### config.mk
export PLATFORM = sky130hd
export DESIGN_NAME = bit_stuffer
export DESIGN_NICKNAME = d
export VERILOG_FILES = /design/src/rtl/usb_pkg.sv /design/src/rtl/bit_stuffer_counter.sv /design/src/rtl/bit_stuffer.sv
export SDC_FILE = /design/constraint.sdc
export NUM_CORES = 1
export LEC_CHECK = 0
export BUFFER_PORTS_ARGS = -buffer_cell sky130_fd_sc_hd__buf_4
export CORE_ASPECT_RATIO = 0.75
export CORE_MARGIN = 4
export CORE_UTILIZATION = 50
export DETAILED_ROUTE_END_ITERATION = 12
export GPL_ROUTABILITY_DRIVEN = 0
export GPL_TIMING_DRIVEN = 0
export PLACE_DENSITY = 0.71
export SKIP_CTS_REPAIR_TIMING = 1
export SLEW_MARGIN = 20
export SYNTH_ARGS = -nofsm -noshare
export SYNTH_HDL_FRONTEND = slang
export SYNTH_SLANG_ARGS = --single-unit
### constraint.sdc
create_clock -name clk -period 2.1 [get_ports clk]
set_input_delay 0.105 -clock clk [delete_from_list [all_inputs] [get_ports clk]]
set_output_delay 0.105 -clock clk [all_outputs]
set_load 0.005 [all_outputs]
### src/rtl/usb_pkg.sv
// Shared USB serial-path definitions: stuffer state encoding and default widths.
package usb_pkg;

    typedef enum logic [1:0] {
        IDLE   = 2'd0,
        ACTIVE = 2'd1,
        EOP    = 2'd2
    } stuff_state_t;

    localparam int unsigned USB_STUFF_LEN = 6;
    localparam int unsigned STUFF_CNT_W   = 8;

endpackage

### src/rtl/bit_stuffer_counter.sv
// Generic up-counter with clear; clear and increment together load the value 1.
module counter #(
    parameter int unsigned W = 4
) (
    input  logic         clk,
    input  logic         rst_L,
    input  logic         inc,
    input  logic         clr,
    output logic [W-1:0] count
);

    always_ff @(posedge clk or negedge rst_L) begin
        if (!rst_L) begin
            count <= '0;
        end else if (clr) begin
            count <= inc ? W'(1) : '0;
        end else if (inc) begin
            count <= count + 1'b1;
        end
    end

endmodule

### src/rtl/bit_stuffer.sv
// Bit stuffer: inserts a 0 after STUFF_LEN consecutive 1s, back-pressures the
// encoder through pause, and closes each packet with a 2-cycle EOP marker.
module bit_stuffer
    import usb_pkg::*;
#(
    parameter int unsigned STUFF_LEN = USB_STUFF_LEN
) (
    input  logic                   clk,
    input  logic                   rst_L,
    input  logic                   in_bit,
    input  logic                   in_sending,
    output logic                   pause,
    output logic                   out_bit,
    output logic                   out_valid,
    output logic                   out_eop,
    output logic [STUFF_CNT_W-1:0] stuff_cnt
);

    localparam int unsigned ONES_W = $clog2(STUFF_LEN + 1);

    stuff_state_t      state;
    logic              eop_cnt;
    logic [ONES_W-1:0] ones_cnt;
    logic              stuff_pend;
    logic              cnt_inc;
    logic              cnt_clr;

    assign stuff_pend = (ones_cnt == ONES_W'(STUFF_LEN));
    assign pause      = stuff_pend || (state == EOP);

    counter #(.W(ONES_W)) u_ones_cnt (
        .clk   (clk),
        .rst_L (rst_L),
        .inc   (cnt_inc),
        .clr   (cnt_clr),
        .count (ones_cnt)
    );

    // ones_cnt is always 0 in IDLE, so clear+inc there loads in_bit directly.
    always_comb begin
        cnt_inc = 1'b0;
        cnt_clr = 1'b0;
        case (state)
            IDLE: begin
                if (in_sending) begin
                    cnt_clr = 1'b1;
                    cnt_inc = in_bit;
                end
            end
            ACTIVE: begin
                if (stuff_pend) begin
                    cnt_clr = 1'b1;
                end else if (in_sending) begin
                    cnt_inc = in_bit;
                    cnt_clr = !in_bit;
                end else begin
                    cnt_clr = 1'b1;
                end
            end
            default: ;
        endcase
    end

    always_ff @(posedge clk or negedge rst_L) begin
        if (!rst_L) begin
            state     <= IDLE;
            eop_cnt   <= 1'b0;
            out_bit   <= 1'b0;
            out_valid <= 1'b0;
            out_eop   <= 1'b0;
            stuff_cnt <= '0;
        end else begin
            case (state)
                IDLE: begin
                    if (in_sending) begin
                        out_bit   <= in_bit;
                        out_valid <= 1'b1;
                        stuff_cnt <= '0;
                        state     <= ACTIVE;
                    end else begin
                        out_valid <= 1'b0;
                    end
                end
                ACTIVE: begin
                    if (stuff_pend) begin
                        out_bit   <= 1'b0;
                        out_valid <= 1'b1;
                        if (stuff_cnt != '1) begin
                            stuff_cnt <= stuff_cnt + 1'b1;
                        end
                    end else if (in_sending) begin
                        out_bit   <= in_bit;
                        out_valid <= 1'b1;
                    end else begin
                        out_valid <= 1'b0;
                        out_eop   <= 1'b1;
                        eop_cnt   <= 1'b0;
                        state     <= EOP;
                    end
                end
                EOP: begin
                    out_valid <= 1'b0;
                    if (!eop_cnt) begin
                        eop_cnt <= 1'b1;
                    end else begin
                        out_eop <= 1'b0;
                        state   <= IDLE;
                    end
                end
                default: begin
                    state <= IDLE;
                end
            endcase
        end
    end

endmodule

# Yosys cells after proc, flatten, opt, wreduce, memory -nomap -nowiden
# Cells that the tools add are included.
# totals
register_bits	17
inputBits	4
word_cells	61
# op_classes
addsub	2
eq_ne	10
n_mux	31
reduce_logical	11
# ops
op	n
2-to-1 mux 8 bit	3
one-hot mux 8 bit (2 select lines)	1
2-to-1 mux 1 bit	14
!= test 2 bit, second input constant	6
AND reduction 4 bit	3
one-hot mux 1 bit (2 select lines)	5
adder 8 x 1 -> 8 bit, second input constant	1
2-to-1 mux 2 bit	4
!= test 8 bit, second input constant	1
2-to-1 mux 3 bit	2
one-hot mux 2 bit (3 select lines)	1
nonzero test 2 bit	3
adder 3 x 1 -> 3 bit, second input constant	1
== test 3 bit, second input constant	1
one-hot mux 1 bit (3 select lines)	1
AND reduction 3 bit	1
nonzero test 3 bit	1
== test 2 x 1 -> 1 bit, second input constant	1
== test 2 bit, second input constant	1
logical NOT 2 bit	1
logical NOT 1 bit	1
logical OR 1 bit	1

# Depth between registers and ports, before layout
# depth
ltp_word	5
depth_mapped	8

# Modules after synthesis
# Synthesis repeated with hierarchy kept, for this count alone.
# hier_totals
cells_unflattened	113
hier_area_um2	1038.5
# modules_own_cells
module	n_inst	cells_each	area_each_um2	seq_area_each_um2
bit_stuffer	1	102	899.6	350.3
counter	1	11	138.9	75.1

# Worst setup path before layout
# OpenSTA, ideal clock, no wires.
# synth_timing
path_kind	reg2reg
start	reg state[0]
end	reg stuff_cnt[3]
setup_ps	124
t_arrival_ps	1655
setup_slack_ps	321
stages_incl_launch_ff	9
period_less_slack_ps	1779
path_cell_list	dfrtp_1 -> inv_1 -> ha_1 -> clkbuf_1 -> nand2b_1 -> o2111a_1 -> buf_6 -> nor3b_1 -> a211o_1
# synth_between
elab_chain_cells	3
# synth_lines
item	line_no	rtl
start, declared	bit_stuffer.sv:21	stuff_state_t state;
start signal, assigned	bit_stuffer.sv:66	state <= IDLE;
start signal, assigned	bit_stuffer.sv:79	state <= ACTIVE;
start signal, assigned	bit_stuffer.sv:98	state <= EOP;
== test 2 x 1 -> 1 bit or logical NOT 2 bit (tied branches)	bit_stuffer.sv:73	case (state)
!= test 2 bit (no line) or nonzero test 2 bit (tied branches)	n/a	
AND reduction 4 bit (no line)	n/a	
end signal, assigned	bit_stuffer.sv:89	stuff_cnt <= stuff_cnt + 1'b1;
end, declared	bit_stuffer.sv:16	output logic [STUFF_CNT_W-1:0] stuff_cnt
# Parallel ways exist; a longest one is shown, timed or not.
# A chain may end at the register's enable or synchronous reset.

# Worst setup path in the final report
# layout_timing
start	reg state[1]
end	reg stuff_cnt[3]
# Same word-level chain as after synthesis.

==> results.md <==
* Leading post-synthesis cells by cell area: dfrtp_1, ha_1, mux2_2
* Gr busiest metal: met1
* Reg clk slew, reported paths at 0.10 ns
* Final Util at 64.90%
* Area Growth Syn to Fin at 16.38%
* Slew @ Worst Pin at between 0.3 and 0.4 ns
* Distinct cells, synth at 36
* Top_reg_cell synth: dfrtp_1
* Avg Cell Area, Syn at 10.06 µm²
* Vias per Instance at 5.596
* TritonCTS buffer count at 3
* Cell count after synthesis at 101
* Grt ovf at 0
* Max_slew headroom at 73.97%
* Power Dens Cells at 904.8 mW/mm²
* Run status: complete, no violations
* Gr usage total at ~17%
* Fill cells at 152
* GRT met2 Usage at 23.28%
* CP peak stage delay at 0.42 ns
* Final period demand of the worst path at 1.869 ns
* Buffers on Ports at 14
* DRT antenna net count at 0
* Fin crit share at about nine tenths
* First-pass GRT wire length at approximately 3500 µm
* Final-report setup violation count at 0
* Syn. warnings at 0
* Root cell of the clock tree: clkbuf_4
* Hold Path Class: primary input to flip-flop
* Post-Layout Cell Count at about 140
* Core outline area at ~0.0018 mm²
* Most common cell after layout, fill and taps aside: dfrtp_1
* Placed insts at 137
* Worst IR Drop VDD at 0.0006564 V
* Int Power at 669.4 µW
* CP bufs+invs at 2
* Ys async rst share at 100.0%
* Post-DP HPWL at between 1000 and 1500 µm
* Clock Skew at roughly 0.0098 ns
* DRC at 0
* Max-slew violation count at 0
* Comb power frac at 43.3%
* Share of layout cells above drive strength 1 at 23.53%
* CP max stage cell: dfrtp_1
* Clock power frac at 15.9%
* Ant. Diodes at 0
* Total clock sinks at 17
* Library cell with the largest summed area after synthesis: dfrtp_1
* Crit-path max FO at 10
* Vias post-DR at between 700 and 800
* Fin. Hold Viols at 0
* DRT Pass-1 Iters at 4
* Starting DRT DRC Count at 23
* Initial antenna violation count at 0
* Row count at 13
* Sequential area share after synthesis at 41.87%
* Max_cap viols at 0
* Met1 usage at 25.30%
* Sequential share of power at 40.8%
* Final WL at between 1500 and 2000 µm
* Initial Utilization at 55.77%
* TritonCTS clock tree: yes
* Crit start category: flip-flop
* Max Clock Freq at 0.5351 GHz
* Worst Setup End Kind: flip-flop
* Multi-input gate area at 546.8 µm²
* Leak at 0.0006218 µW
* Most frequent cells in the layout: dfrtp_1, buf_4, nand2_1, ha_1, a21oi_1
* IO Pins at 16
* Crit-path leading delay family: compound AO/OA/AOI/OAI gates
* Setup TNS at 0 ns
* Synth Register Bits at 17
* Largest net degree at the start of global routing at 18
* Post-synth top area share at between 40% and 50%
* CTS max path bufs at 2
* Sw frac at between 30% and 40%
* FF/Latch Area at 425.4 µm²
* Critical Path RT at ~2.3 ns
* Data arrival, critical path at 2.05 ns
* Die Span X at 60.05 µm
* H-tree depth at 1
* RSZ-0062 raised after global routing: false
* Syn Nets at between 100 and 150
* Crit Path Class: flip-flop to flip-flop
* Layout net count at approximately 130
* Die ar. at 0.002825 mm²
* Synthesized area at approximately 0.0010 mm²
* Clk_lat worst skew at roughly 0.29 ns
* Cells along the critical path: inv_1, ha_1, nand2b_1, o2111a_1, buf_6, nor3b_1, a211o_1
* Post-synth EDFFs at 0
* Met3 Track Usage GR at a little over 6%
* Vias in the first global route at 748
* Die height at 47.04 µm
* WL/cell at 13.99 µm
* Net Sw Power at 400.4 µW
[cell families after synthesis]
logic type,share of synthesized area (%)
simple gates,17.12
compound gates,22.17
flops,41.87
buf+inv,4.310
fa+ha+maj,8.620
xor+xnor,2.587
mux,3.325
[layer usage]
| metal | vias to the layer above | part of all wire (%) |
|---|---|---|
| li1 | 402 | - |
| met1 | 375 | 55 |
| met2 | 10 | 41 |
| met3 | 2 | 3.7 |
| met4 | 0 | 0.51 |
| met5 | - | 0 |
[stage by stage]
step / hold slack (ns) / worst slack, ns / total power, µW / area, µm²
2_1_floorplan: -0.1906 / 0.3213 / 760.5 / 1016
3_3_place_gp: -0.02038 / 0.1514 / 885.6 / 1149
3_5_place_dp: -0.01657 / 0.1250 / 905.0 / 1149
4_1_cts: -0.3430 / 0.1213 / 1079 / 1176
5_1_grt: 0.1885 / 0.1006 / 1173 / 1182
6_report: 0.1902 / 0.2312 / 1070 / 1182
[final timing paths]
kind | start | end | slack, ns | cells after the start
min in group asynchronous | rst_L | u_ones_cnt.count[2] | 0.21 | 2
max in group asynchronous | rst_L | stuff_cnt[5] | 1.69 | 2
worst min-delay path | in_sending | state[0] | 0.19 | 3
worst min register to register | out_valid | out_valid | 0.48 | 2
worst max register to register | state[1] | stuff_cnt[3] | 0.23 | 7
worst max-delay path | state[1] | stuff_cnt[3] | 0.23 | 7
[registers in the layout, indices dropped and copies added (netlist names)]
signal and cells:
out_eop 1, state 2, eop_cnt 1, out_valid 1, out_bit 1, u_ones_cnt.count 3
stuff_cnt 8
[area by class of cell]
type	count	share of cell area (%)
Buffer	3	1.799
Timing Repair Buffer	15	9.735
Inverter	5	1.587
Sequential cell	17	35.98
Tap cell	22	2.328
Clock inverter	1	0.4233
Multi-Input combinational cell	75	46.24
Clock buffer	3	1.905
[worst register-to-register path: stages (launching register included)]
cell and delay [ns]:
dfrtp_1 0.42, inv_1 0.11, ha_1 0.34, nand2b_1 0.16, o2111a_1 0.20, buf_6 0.15
nor3b_1 0.13, a211o_1 0.26
[power groups by stage]
| stage | clock [µW] | sequential [µW] | combinational [µW] |
|---|---|---|---|
| 5_1_grt | 200 | 448 | 526 |
| 2_1_floorplan | 0 | 433 | 327 |
| 3_5_place_dp | 0 | 445 | 460 |
| 4_1_cts | 178 | 438 | 463 |
| 3_3_place_gp | 0 | 437 | 448 |
| 6_report | 170 | 436 | 463 |
[synth_stat cells, drive strengths merged (2+ instances only)]
cell,instances
dfrtp,17
ha,7
nand2,7
a21oi,6
inv,5
nand3,5
and3,4
nor2b,4
o21ai,4
a21boi,3
buf,3
mux2,3
nor2,3
xor2,3
a211o,2
a21o,2
a221o,2
a22o,2
nor3b,2
or2,2
No activity file was read; power rests on OpenSTA's default activity.
